**src/rtl/cpu_mem_ctrl_if.sv**
```systemverilog
// cpu_mem_ctrl_if: 16-bit req/ack halfword memory bus between cpu_mem_ctrl
// (master) and the external memory (slave).
interface cpu_mem_ctrl_if;
  logic        mem_req;
  logic        mem_we;
  logic [30:0] mem_addr;
  logic [1:0]  mem_be;
  logic [15:0] mem_wdata;
  logic [15:0] mem_rdata;
  logic        mem_ack;

  modport master (
    output mem_req, mem_we, mem_addr, mem_be, mem_wdata,
    input  mem_rdata, mem_ack
  );

  modport slave (
    input  mem_req, mem_we, mem_addr, mem_be, mem_wdata,
    output mem_rdata, mem_ack
  );
endinterface

```
**src/rtl/cpu_mem_ctrl.sv**
```systemverilog
// cpu_mem_ctrl: splits 8/16/32/48-bit core accesses into halfword beats on a
// req/ack memory bus, assembles read data little-endian and stalls the core
// until the access completes.
// Optional per-beat ack timeout: define CPU_MEM_CTRL_TIMEOUT_EN.
module cpu_mem_ctrl #(
  parameter int unsigned TIMEOUT_CYCLES = 255
) (
  input  logic                  clk,
  input  logic                  rst,
  input  logic                  cpu_req_rd,
  input  logic                  cpu_req_wr,
  input  logic [1:0]            cpu_req_sz,
  input  logic [31:0]           cpu_addr,
  input  logic [31:0]           cpu_wdata,
  output logic                  cpu_enable,
  output logic [47:0]           cpu_data_in,
  output logic                  err,
  cpu_mem_ctrl_if.master        mem
);

  typedef enum logic [1:0] {IDLE, BEAT, DONE} state_t;

  state_t      state, state_next;

  logic        req_any;
  logic        req_bad;
  logic        beat_ack;
  logic        start;
  logic        start_err;
  logic        beat_fire;

  logic        byte_q;       // access is a single byte
  logic        addr_lsb_q;   // byte lane select for byte accesses
  logic [15:0] wdata_hi_q;   // second-beat write data
  logic [1:0]  last_idx_q;   // index of the final beat
  logic [1:0]  beat_idx;     // current beat number

`ifdef CPU_MEM_CTRL_TIMEOUT_EN
  localparam int unsigned TW =
    ($clog2(TIMEOUT_CYCLES + 1) > 8) ? $clog2(TIMEOUT_CYCLES + 1) : 8;
  logic [TW-1:0] tmo_cnt;
  logic          tmo_hit;
`else
  // Timeout limit has no effect in this build; block only anchors the parameter.
  if (TIMEOUT_CYCLES == 0) begin : g_no_timeout
  end
`endif

  assign req_any  = cpu_req_rd | cpu_req_wr;
  assign req_bad  = (cpu_req_rd & cpu_req_wr) |
                    ((cpu_req_sz != 2'd0) & cpu_addr[0]) |
                    (cpu_req_wr & (cpu_req_sz == 2'd3));
  assign beat_ack = mem.mem_req & mem.mem_ack;

  // State register
  always_ff @(posedge clk or posedge rst) begin
    if (rst) state <= IDLE;
    else     state <= state_next;
  end

  // Next-state decode, core enable and datapath strobes
  always_comb begin
    state_next = state;
    start      = 1'b0;
    start_err  = 1'b0;
    beat_fire  = 1'b0;
`ifdef CPU_MEM_CTRL_TIMEOUT_EN
    tmo_hit    = 1'b0;
`endif
    case (state)
      IDLE: begin
        if (req_any) begin
          if (req_bad) begin
            start_err  = 1'b1;
            state_next = DONE;
          end else begin
            start      = 1'b1;
            state_next = BEAT;
          end
        end
      end
      BEAT: begin
        if (beat_ack) begin
          beat_fire = 1'b1;
          if (beat_idx == last_idx_q) state_next = DONE;
        end
`ifdef CPU_MEM_CTRL_TIMEOUT_EN
        else if (tmo_cnt == TW'(TIMEOUT_CYCLES - 1)) begin
          tmo_hit    = 1'b1;
          state_next = DONE;
        end
`endif
      end
      DONE:    state_next = IDLE;
      default: state_next = IDLE;
    endcase
    cpu_enable = ((state == IDLE) && !req_any) || (state == DONE);
  end

  // Request latch, beat sequencing and read-data assembly
  always_ff @(posedge clk or posedge rst) begin
    if (rst) begin
      mem.mem_req   <= 1'b0;
      mem.mem_we    <= 1'b0;
      mem.mem_addr  <= '0;
      mem.mem_be    <= '0;
      mem.mem_wdata <= '0;
      cpu_data_in   <= '0;
      err           <= 1'b0;
      byte_q        <= 1'b0;
      addr_lsb_q    <= 1'b0;
      wdata_hi_q    <= '0;
      last_idx_q    <= '0;
      beat_idx      <= '0;
    end else begin
`ifdef CPU_MEM_CTRL_TIMEOUT_EN
      err <= start_err | tmo_hit;
`else
      err <= start_err;
`endif
      if (start) begin
        byte_q        <= (cpu_req_sz == 2'd0);
        addr_lsb_q    <= cpu_addr[0];
        wdata_hi_q    <= cpu_wdata[31:16];
        last_idx_q    <= (cpu_req_sz == 2'd3) ? 2'd2 :
                         (cpu_req_sz == 2'd2) ? 2'd1 : 2'd0;
        beat_idx      <= '0;
        mem.mem_req   <= 1'b1;
        mem.mem_we    <= cpu_req_wr;
        mem.mem_addr  <= cpu_addr[31:1];
        mem.mem_be    <= (cpu_req_sz != 2'd0) ? 2'b11 :
                         (cpu_addr[0] ? 2'b10 : 2'b01);
        mem.mem_wdata <= (cpu_req_sz == 2'd0) ? {cpu_wdata[7:0], cpu_wdata[7:0]}
                                              : cpu_wdata[15:0];
        if (cpu_req_rd) cpu_data_in <= '0;
      end
      if (beat_fire) begin
        if (!mem.mem_we) begin
          if (byte_q) begin
            cpu_data_in[7:0] <= addr_lsb_q ? mem.mem_rdata[15:8] : mem.mem_rdata[7:0];
          end else begin
            case (beat_idx)
              2'd0:    cpu_data_in[15:0]  <= mem.mem_rdata;
              2'd1:    cpu_data_in[31:16] <= mem.mem_rdata;
              default: cpu_data_in[47:32] <= mem.mem_rdata;
            endcase
          end
        end
        if (beat_idx == last_idx_q) begin
          mem.mem_req <= 1'b0;
        end else begin
          // Only 32-bit writes have a second write beat, so the upper
          // halfword is the only follow-on write data ever needed.
          beat_idx      <= beat_idx + 2'd1;
          mem.mem_addr  <= mem.mem_addr + 31'd1;
          mem.mem_wdata <= wdata_hi_q;
        end
      end
`ifdef CPU_MEM_CTRL_TIMEOUT_EN
      if (tmo_hit) begin
        mem.mem_req <= 1'b0;
        if (!mem.mem_we) cpu_data_in <= '0;
      end
`endif
    end
  end

`ifdef CPU_MEM_CTRL_TIMEOUT_EN
  // Consecutive unacked cycles within the current beat
  always_ff @(posedge clk or posedge rst) begin
    if (rst)                          tmo_cnt <= '0;
    else if (state == BEAT && !beat_fire) tmo_cnt <= tmo_cnt + 1'b1;
    else                              tmo_cnt <= '0;
  end
`endif

endmodule

```
**src/flat_wrapper.sv**
```systemverilog
// flat-port wrapper written by rule: the top's interface ports become plain ports
module cpu_mem_ctrl_flat 
#(
  parameter int unsigned TIMEOUT_CYCLES = 255
)
  (clk, rst, cpu_req_rd, cpu_req_wr, cpu_req_sz, cpu_addr, cpu_wdata, cpu_enable, cpu_data_in, err, mem_mem_req, mem_mem_we, mem_mem_addr, mem_mem_be, mem_mem_wdata, mem_mem_rdata, mem_mem_ack);
  cpu_mem_ctrl_if mem_i ();
  input  logic clk;
  input  logic rst;
  input  logic cpu_req_rd;
  input  logic cpu_req_wr;
  input  logic [1:0] cpu_req_sz;
  input  logic [31:0] cpu_addr;
  input  logic [31:0] cpu_wdata;
  output logic cpu_enable;
  output logic [47:0] cpu_data_in;
  output logic err;
  output wire logic [$bits(mem_i.mem_req)-1:0] mem_mem_req;
  output wire logic [$bits(mem_i.mem_we)-1:0] mem_mem_we;
  output wire logic [$bits(mem_i.mem_addr)-1:0] mem_mem_addr;
  output wire logic [$bits(mem_i.mem_be)-1:0] mem_mem_be;
  output wire logic [$bits(mem_i.mem_wdata)-1:0] mem_mem_wdata;
  input wire logic [$bits(mem_i.mem_rdata)-1:0] mem_mem_rdata;
  input wire logic [$bits(mem_i.mem_ack)-1:0] mem_mem_ack;
  assign mem_mem_req = mem_i.mem_req;
  assign mem_mem_we = mem_i.mem_we;
  assign mem_mem_addr = mem_i.mem_addr;
  assign mem_mem_be = mem_i.mem_be;
  assign mem_mem_wdata = mem_i.mem_wdata;
  assign mem_i.mem_rdata = mem_mem_rdata;
  assign mem_i.mem_ack = mem_mem_ack;
  cpu_mem_ctrl #(.TIMEOUT_CYCLES(TIMEOUT_CYCLES)) u_core (.clk(clk), .rst(rst), .cpu_req_rd(cpu_req_rd), .cpu_req_wr(cpu_req_wr), .cpu_req_sz(cpu_req_sz), .cpu_addr(cpu_addr), .cpu_wdata(cpu_wdata), .cpu_enable(cpu_enable), .cpu_data_in(cpu_data_in), .err(err), .mem(mem_i));
endmodule
```
**config.mk**
```make
export PLATFORM = sky130hd
export DESIGN_NAME = cpu_mem_ctrl_flat
export DESIGN_NICKNAME = d
export VERILOG_FILES = /design/src/rtl/cpu_mem_ctrl_if.sv /design/src/rtl/cpu_mem_ctrl.sv /design/src/flat_wrapper.sv
export SDC_FILE = /design/constraint.sdc
export NUM_CORES = 1
export LEC_CHECK = 0
export CAP_MARGIN = 20
export CELL_PAD_IN_SITES_DETAIL_PLACEMENT = 1
export CELL_PAD_IN_SITES_GLOBAL_PLACEMENT = 2
export CORE_MARGIN = 5
export CORE_UTILIZATION = 29
export DETAILED_ROUTE_END_ITERATION = 7
export MAX_ROUTING_LAYER = met4
export PLACE_DENSITY_LB_ADDON = 0.12
export SKIP_LAST_GASP = 1
export SLEW_MARGIN = 20
export SYNTH_ARGS = -nofsm -noshare
export SYNTH_HDL_FRONTEND = slang
export SYNTH_SLANG_ARGS = --single-unit
```
**constraint.sdc**
```tcl
create_clock -name clk -period 5.7 [get_ports clk]
set_input_delay 0.855 -clock clk [delete_from_list [all_inputs] [get_ports clk]]
set_output_delay 0.855 -clock clk [all_outputs]
set_load 0.03 [all_outputs]
```
# Word level (Yosys, flattened, before mapping)
# Index checks and enable logic that the tools add are counted.
# Widths: inputs -> output; s select.
[word_totals]
ff_bits = 124
input_bits = 87
out_inout_bits = 101
wordCells = 80
[op_classes]
add_sub_neg = 2
n_eq_ne = 9
muxes = 40
bitwise_logic = 7
reduce_logical = 9
[ops]
columns = ["cell", "count"]
rows = [
  ["$mux 48", 4],
  ["$mux 16", 7],
  ["$mux 31", 3],
  ["$mux 40", 1],
  ["$add 31x1->31 const B", 1],
  ["$mux 2", 10],
  ["$mux 8", 2],
  ["$mux 1", 12],
  ["$eq 2x2->1 const B", 3],
  ["$logic_not 2->1", 3],
  ["$ne 2x1->1 const B", 3],
  ["$and 1x1->1", 4],
  ["$eq 2x1->1 const B", 2],
  ["$pmux 2 s2", 1],
  ["$or 1x1->1", 3],
  ["$reduce_and 3->1", 1],
  ["$add 2x1->2 const B", 1],
  ["$eq 2x2->1", 1],
  ["$reduce_bool 2->1", 1],
  ["$reduce_or 2->1", 1],
  ["$logic_and 1x1->1", 1],
  ["$logic_not 1->1", 1],
  ["$logic_or 1x1->1", 1],
]

# Depth between registers and ports, before layout
# Gate-level depths: netlist (run 1).
[depth]
ltp_word = 12
ltp_mapped = 8
mapped_depth_nobuf = 6

# Least setup slack after synthesis (run 1)
# OpenSTA, ideal clock, no wires.
[synth_timing]
kind = "input-to-output"
startpoint = "input cpu_req_wr"
endpoint = "output cpu_enable"
arrival_ns = 1.661
required_time_ns = 4.845
slack_ns = 3.184
stages = 3
path_buffers = 1
path_cell_list = "clkbuf_1 -> o21bai_1 -> nor2b_1"
[synth_between]
elab_chain_len = 4
[synth_lines]
columns = ["item", "line", "text"]
rows = [
  ["start: declaration", "flat_wrapper.sv:11", "input logic cpu_req_wr;"],
  ["$or 1x1->1", "cpu_mem_ctrl.sv:49", "assign req_any = cpu_req_rd | cpu_req_wr;"],
  ["$logic_not 1->1", "cpu_mem_ctrl.sv:97", "cpu_enable = ((state == IDLE) && !req_any) || (state == DONE);"],
  ["$logic_and 1x1->1", "cpu_mem_ctrl.sv:97", ""],
  ["$logic_or 1x1->1", "cpu_mem_ctrl.sv:97", ""],
  ["end: declaration", "flat_wrapper.sv:15", "output logic cpu_enable;"],
]
# Every way passes these cells.

# Final worst setup path (run 1)
# Same ends and word-level chain as after synthesis.

==> metrics list, run 1 <==
- The flow ran to the end, and the final reports show no timing, DRC or antenna violations.
- Most used flip-flop cell after synthesis: dfrtp_1
- Routed Wire Length: 21700 um
- Number of maximum-capacitance constraint violations: 0
- A synthesized cell averages 8.94 um2.
- The first global-routing pass estimated 34500 um of wire.
* Global routing usage on met1: 0.237
* Compound-Gate Fraction of Synth Area: 0.181
* Final worst path period share: 0.598
- The number of antenna violations at the first check in global routing is 0.
- After the first detailed-routing iteration, the DRC count stood at 212.
* Xor/xnor cell area share of the yosys netlist: 0.00441
* Count of cell types in the netlist: 61
- Total Negative Setup Slacks: 0 ns
* DRC: 0
- Count of final hold-check violations: 0
- The share of total power dissipated in combinational logic is 0.433.
- Root buffer cell: clkbuf_16
- Data arrival, critical path: 2.55 ns
* Full die area: 0.0235 mm2
- For this configuration, the core starts out at a cell density of 0.295.
- Multiplexer share of the synthesized area: 0.0220
- Compared with the post-synthesis result, the final layout area differs by 45.1%.
- Leakage: 0.00346 uW
- Of the total power, registers draw 0.335.
- Via Count: 5701
* Cell area after synthesis: 0.00596 mm2
- Number of iterations in the first detailed-routing pass: 4
* Post-cts resize count: 0
* Worst-case setup slack after placement: 2.14 ns
- Utilization after layout: 0.428
* Number of buffers added on ports: 187
* PwrDens: 538 mW/mm2
- TritonCTS created 17 clock buffers.
* Net count, final: 929
* Net switching power of the design: 1920 uW
- Met3 Resource Use GR: 0.0373
- STA classifies the critical path endpoint as an output pin.
- At the worst endpoint, the required time is 4.85 ns.
* Maximum clock frequency: 293 MHz
- CTS H-Tree Depth: 4
* Clock tree from TritonCTS: done
- For this run, the number of Yosys warnings is 0.
- Of the total power, the clock network draws 0.232.
- Worst Hold Class: reg -> reg
- Synthesis handed over a netlist of 667 instances.
- Most area-consuming cells after synthesis: dfrtp_1, nand2_1, o21ai_0, nor2_1, a211oi_1
- Number of enable flip-flop cells after synthesis: 0
- The tree built by TritonCTS fans out to 124 sinks.
- Among all cell types in the netlist, the one instantiated most often is nand2_1.
- Maximum net fanout on the critical path: 7
* Simple-gate portion of the synthesized area: 0.230
* Max Clock Skew: 0.0165 ns
- The die is 153 um wide.
- Adder-cell share of the synthesized area: 0.00630
- The worst path in the final design needs a cycle of 3.41 ns, including I/O delays and setup.
- Most Used Layer, Global Route: met2
- Final global-route overflow total: 0
- Average wire per cell in the routed design: 19.4 um
- Of the post-synthesis cell area, the dominant cell type holds 0.521.
- DIE HEIGHT: 153 um
- The worst setup path is launched from an input pin.
- Postcts setup bufs: 0
- For met2 alone, demand over resource in global routing was 0.303.
- Counting every net in the synthesized netlist gives 757.
- The number of cells on the worst reg-to-reg path is 5.
* Dominant combinational cell family by area after synthesis: simple AND/OR/NAND/NOR gates
* Worst slew slack as a fraction of its limit: 0.283
- In the post-route analysis, the smallest setup slack over all paths is 2.29 ns.
* Share of the yosys chip area belonging to registers: 0.521
- Instance count along the most critical hold path: 2
- In the routed layout, each cell is associated on average with a via count of 5.09.
- Of the total power, the share spent switching nets is 0.412.
- The internal portion of the total power is 2740 uW.
- After synthesis, the most frequently instantiated cells are nand2_1, dfrtp_1, o21ai_0.
- In the final layout, the share of cells above drive strength 1 is 0.0658.
- Routability-driven placement congestion ratio: 0.810
* Cell type with the highest aggregate area in the netlist: dfrtp_1
* Clock-pin slew reported for the worst setup and hold paths after clock tree synthesis: 0.06 ns
* ANT nets after route: 0
- Setup repair after global routing left no endpoint under its margin.
* Clock latency of the later-clocked register in the worst-skew pair: 0.42 ns
- Standard cell core area: 0.0202 mm2
- Hold buffer count at cts: 0
* Setup CP Type: in -> out
- HPWL Detailed: 15800 um
- Vias in the first global route: 6305
- Final setup viols: 0
* Number of standard-cell rows in the floorplan: 52
- After synthesis the netlist holds a flip-flop and latch count of 124.
- 188 I/O pins were placed.
* GRT Overall Usage: 0.188
* Antenna cell count: 0
* Worst-case clock buffer depth: 2
- Proportion of register bits with asynchronous set or reset after synthesis: 1.00
- The worst-case IR drop observed on VDD is 0.000213 V.
- Entering global routing, the biggest net connects 50 pins.
- The number of slew-limit violations in the final report is 0.
- For the pin with the worst max-slew slack, the measured transition is 1.07 ns.
## metrics by stage
step	std cells	hold WS, ns	power, uW	instance area, um2
6_report	1121	0.477	4660	8650
5_1_grt	1121	0.510	4930	8650
4_1_cts	1121	0.478	4720	8650
3_5_place_dp	1090	0.463	3610	8080
3_3_place_gp	1090	0.458	3540	8080
2_1_floorplan	667	0.446	2690	5960
## final cells by class
cell class	instances	area [um2]
multi-input cells	493	2670
repair buffers	195	1930
flip-flops and latches	124	3100
well taps	270	338
inverters	8	32.5
clock inverters	8	118
clock buffers	23	458
fillers	2325	11600
## power by group through the flow
stage	Combinational, uW	Clock [uW]	Sequential, uW
after detailed placement	2040	0	1570
after CTS	2050	1110	1560
after global placement	1990	0	1550
final	2020	1080	1560
after global routing	2180	1140	1610
after floorplan	738	0	1950
## worst paths after layout
check / startpoint / endpoint / slack (ns)
worst max-delay path: cpu_req_wr / cpu_enable / 2.29
worst min-delay path: u_core.wdata_hi_q[1]$_DFFE_PP0N_ / u_core.wdata_hi_q[1]$_DFFE_PP0N_ / 0.48
worst max register to register: u_core.state[1]$_DFFE_PP0P_ / u_core.mem.mem_addr[18]$_DFF_PP0_ / 3.04
worst min register to register: u_core.wdata_hi_q[1]$_DFFE_PP0N_ / u_core.wdata_hi_q[1]$_DFFE_PP0N_ / 0.48
max in group asynchronous: rst / u_core.mem.mem_wdata[13]$_DFF_PP0_ / 3.90
min in group asynchronous: rst / u_core.cpu_data_in[43]$_DFF_PP0_ / 0.79
## logic make-up (layout without fill, tap and decap cells)
logic type	Yosys count	after routing
mux	12	12
compound gates	162	162
simple gates	313	313
xor+xnor	3	3
fa+ha+maj	3	3
flops	124	124
buf+inv	50	234
## flip-flops by register name, indices dropped and copies added, names as in the netlist
name                  count
u_core.cpu_data_in       48
u_core.mem.mem_addr      31
u_core.mem.mem_wdata     16
u_core.wdata_hi_q        16
u_core.beat_idx           2
u_core.last_idx_q         2
u_core.mem.mem_be         2
u_core.state              2
u_core.addr_lsb_q         1
u_core.byte_q             1
u_core.err                1
u_core.mem.mem_req        1
u_core.mem.mem_we         1
## cells in the final DEF, fill, tap and decap left out, drive strengths merged, types with 9 or more instances in the layout
cell type | synthesis | layout
nor2b | 11 | 11
mux2 | 9 | 9
o2bb2ai | 9 | 9
a22oi | 9 | 9
nor3 | 16 | 16
nand3 | 12 | 12
nand2 | 187 | 187
o21ai | 53 | 53
a211oi | 17 | 17
clkbuf | 23 | 23
nor2 | 49 | 49
a21oi | 17 | 17
a311oi | 10 | 10
dfrtp | 124 | 124
clkdlybuf4s50 | 0 | 187
## critical path, stage by stage
cell and delay (ns):
clkdlybuf4s50_1 0.56, o21bai_1 0.22, nor2b_1 0.21, clkdlybuf4s50_1 0.70
## routing by layer
layer  wire, um  vias to the layer above
li1           -                     2691
met4        499                        0
met1       9830                     2815
met5          0                        -
met3        956                       30
met2      10400                      165
(Power assumes the default switching activity.)
==> run 2: changes to the inputs <==
- CORE_UTILIZATION: 29 -> 27
- clock period: 5.7 -> 3.2 ns (I/O delays scaled with it)
==> run 2 against run 1 <==
Compared with the run above: first-iteration DRC count rose by 9.4%; setup slack got worse by 1.8 ns; clock power rose by 83%; count of clock-buffer cells in the layout fell by 3; clock skew fell by 0.0067 ns; total power rose by 80%; sequential cell count did not move; register-to-register slack got worse by 2.0 ns; cell count rose by 1.9%; critical path depth did not move; design area rose by 1.9%; combinational power rose by 81%; critical path type unchanged; largest cell class unchanged.
==> metrics list, run 2 (synthesis results as in run 1) <==
- The flow ran to the end, and the final reports show no timing, DRC or antenna violations.
- The setup TNS was 0 ns (unchanged).
- Unrepaired setup endpoints after global routing: no
- TritonCTS built the clock tree.
- The number of nets at the end of the flow was 938 (+0.97%).
- Hold buffer count at cts: 0 (unchanged)
- The area inside the core boundary is 0.0218 mm2 (+7.5%).
- Clock latency of the later-clocked register in the worst-skew pair: 0.42 ns (about the same)
* Final setup viols: 0 (unchanged)
- The number of post-CTS setup repair buffers was 0 (unchanged).
* Worst-case clock buffer depth: 2 (unchanged)
* Fraction of layout instances using a drive strength above 1: 0.0825 (+0.0167)
- Initial cell density of the core: 0.274 (-0.0206)
- Count of final hold-check violations: 0 (unchanged)
- Clock buffer count from CTS: 17 (unchanged)
* Category of the worst setup path capture point: output pin
* Largest regs: u_core.cpu_data_in (48), u_core.mem.mem_addr (31)
- Data arrival, critical path: 2.19 ns (-0.36 ns)
- Setup CP Type: in -> out
- The pin count of the biggest net entering global routing is 125 (+150%).
- The half-perimeter wire length after placement is 16100 um (+1.8%).
- Leading cell types in the layout, fill and taps excluded: clkdlybuf4s50_1, nand2_1, dfrtp_1, o21ai_0, nor2_1
- I/O pin count: 188 (unchanged)
- Final global-route overflow total: 0 (unchanged)
- Ranked by flip-flop count, first place goes to u_core.cpu_data_in.
* Average wire per cell in the routed design: 19.4 um (+0.17%)
* Number of sinks on the clock net: 124 (unchanged)
- The DRC violation count after routing came to 0 (unchanged).
- The number of maximum-capacitance violations was 0 (unchanged).
- Multi-input logic area: 0.00267 mm2 (unchanged)
- CTS H-Tree Depth: 4 (unchanged)
- In this run the clock root is driven by a clkbuf_16.
- Sequential cell area: 0.00310 mm2 (unchanged)
- The number of filler cells placed in the layout was 2469 (+6.2%).
- The static leakage is 0.00352 uW (+1.7%).
- The required time of the worst setup path was 2.72 ns (-2.13 ns).
- Full die area: 0.0251 mm2 (+6.9%)
- The per-cell via count in the routed design is 4.99 (-1.9%).
- The cell area power density was 953 mW/mm2 (+77%).
- Final worst path period share: 0.833
- Number of buffers added on ports: 187 (unchanged)
* Clock-pin slew reported for the worst setup and hold paths after clock tree synthesis: 0.06 ns (about the same)
- The number of flip-flops in the largest register was 48 (unchanged).
- Leaving out fill and tap cells, the most frequent cell in the layout is clkdlybuf4s50_1.
- The smallest clock period supported by the final layout is computed as 2.67 ns.
- Final count of pins violating max slew: 0 (unchanged)
- Number of standard-cell rows in the floorplan: 54 (+3.8%)
- Routability-driven placement congestion ratio: 0.806 (-0.51%)
- Synth-to-layout area growth: 47.9%
- Post-cts resize count: 0 (unchanged)
* Wire length of the first global-routing pass: 34500 um (about the same)
- The clock skew came to 0.00986 ns (-0.00668 ns).
- The via count of the first global-routing pass came to 6158 (-2.3%).
- Maximum net fanout on the critical path: 7 (unchanged)
- ANT nets after route: 0 (unchanged)
* Maximum clock frequency: 375 MHz
- The actual transition at the worst max-transition pin came to 0.749 ns (-0.325 ns).
- Worst slew slack as a fraction of its limit: 0.501 (+0.218)
* Setup crit start kind: input pin
* Initial antenna violation count: 1 (+1)
* Worst Hold Class: reg -> reg
- The final routed wirelength across all metal layers came to 22200 um (+2.0%).
* Via Count: 5695 (-0.11%)
- The die boundary width is 159 um (+3.4%).
* Final hold slack: 0.478 ns (+0.000429 ns)
- GRT Overall Usage: 0.182 (-0.00564)
- The count of TritonRoute iterations in the first routing pass came to 4 (unchanged).
* DIE HEIGHT: 159 um (+3.4%)
- Max rail drop VDD: 0.000409 V (+92%)
- Drt initial violations: 232 (+9.4%)
## run 2: cell types whose count changed in the layout (fill, tap and decap cells not counted), moves of 2 or more
cell	before	now
buf_4	8	13
clkbuf_1	5	0
clkinvlp_4	1	6
buf_12	0	4
clkinv_2	4	1
clkbuf_8	1	3
clkinv_4	0	2
inv_6	0	2
## run 2: worst max-delay path, stage by stage
cell and delay (ns):
clkdlybuf4s50_1 0.56, o21bai_1 0.24, nor2b_1 0.21, clkdlybuf4s50_1 0.70
## run 2: area by class of cell
type                       instances  share of cell area
antenna                            1            0.000284
clock buffer                      20              0.0530
clock inverter                    12              0.0156
inverter                           8             0.00383
multi-input combinational        493               0.303
sequential                       124               0.352
tap                              280              0.0398
timing repair buffer             204               0.233
## run 2: per-stage QoR
stage	setup slack, ns	cell area (um2)	util	instances	total power [uW]
floorplan	1.09	5960	-	667	4790
global placement	0.482	8210	0.377	1109	6400
detailed placement	0.438	8210	0.377	1109	6510
CTS	0.519	8810	0.405	1141	8520
global route	0.449	8810	0.405	1142	8890
finish	0.534	8810	0.405	1142	8400
## run 2: power breakdown
| part | total (uW) | switching, uW | leakage (uW) | internal [uW] |
|---|---|---|---|---|
| Sequential | 2770 | 606 | 0.00156 | 2160 |
| Clock | 1980 | 764 | 0.000281 | 1210 |
| Combinational | 3650 | 2140 | 0.00168 | 1510 |
| Total | 8400 | 3510 | 0.00352 | 4890 |
## run 2: routing by layer
layer / track usage / vias to the layer above / wire (um)
met1: 0.227 / 2817 / 10000
li1: - / 2716 / -
met5: - / - / 0
met2: 0.296 / 138 / 10600
met4: 0.0532 / 0 / 375
met3: 0.0419 / 24 / 1110
## run 2: worst paths after layout
| path | start | endpoint | slack [ns] | cells after the start |
|---|---|---|---|---|
| worst max-delay path | cpu_req_wr | cpu_enable | 0.53 | 4 |
| worst min-delay path | u_core.wdata_hi_q[10]$_DFFE_PP0N_ | u_core.wdata_hi_q[10]$_DFFE_PP0N_ | 0.48 | 2 |
| worst max register to register | u_core.beat_idx[0]$_DFF_PP0_ | u_core.mem.mem_addr[9]$_DFF_PP0_ | 1.04 | 6 |
| worst min register to register | u_core.wdata_hi_q[10]$_DFFE_PP0N_ | u_core.wdata_hi_q[10]$_DFFE_PP0N_ | 0.48 | 2 |
| max in group asynchronous | rst | u_core.mem.mem_addr[18]$_DFF_PP0_ | 2.04 | 3 |
| min in group asynchronous | rst | u_core.cpu_data_in[45]$_DFF_PP0_ | 0.56 | 3 |
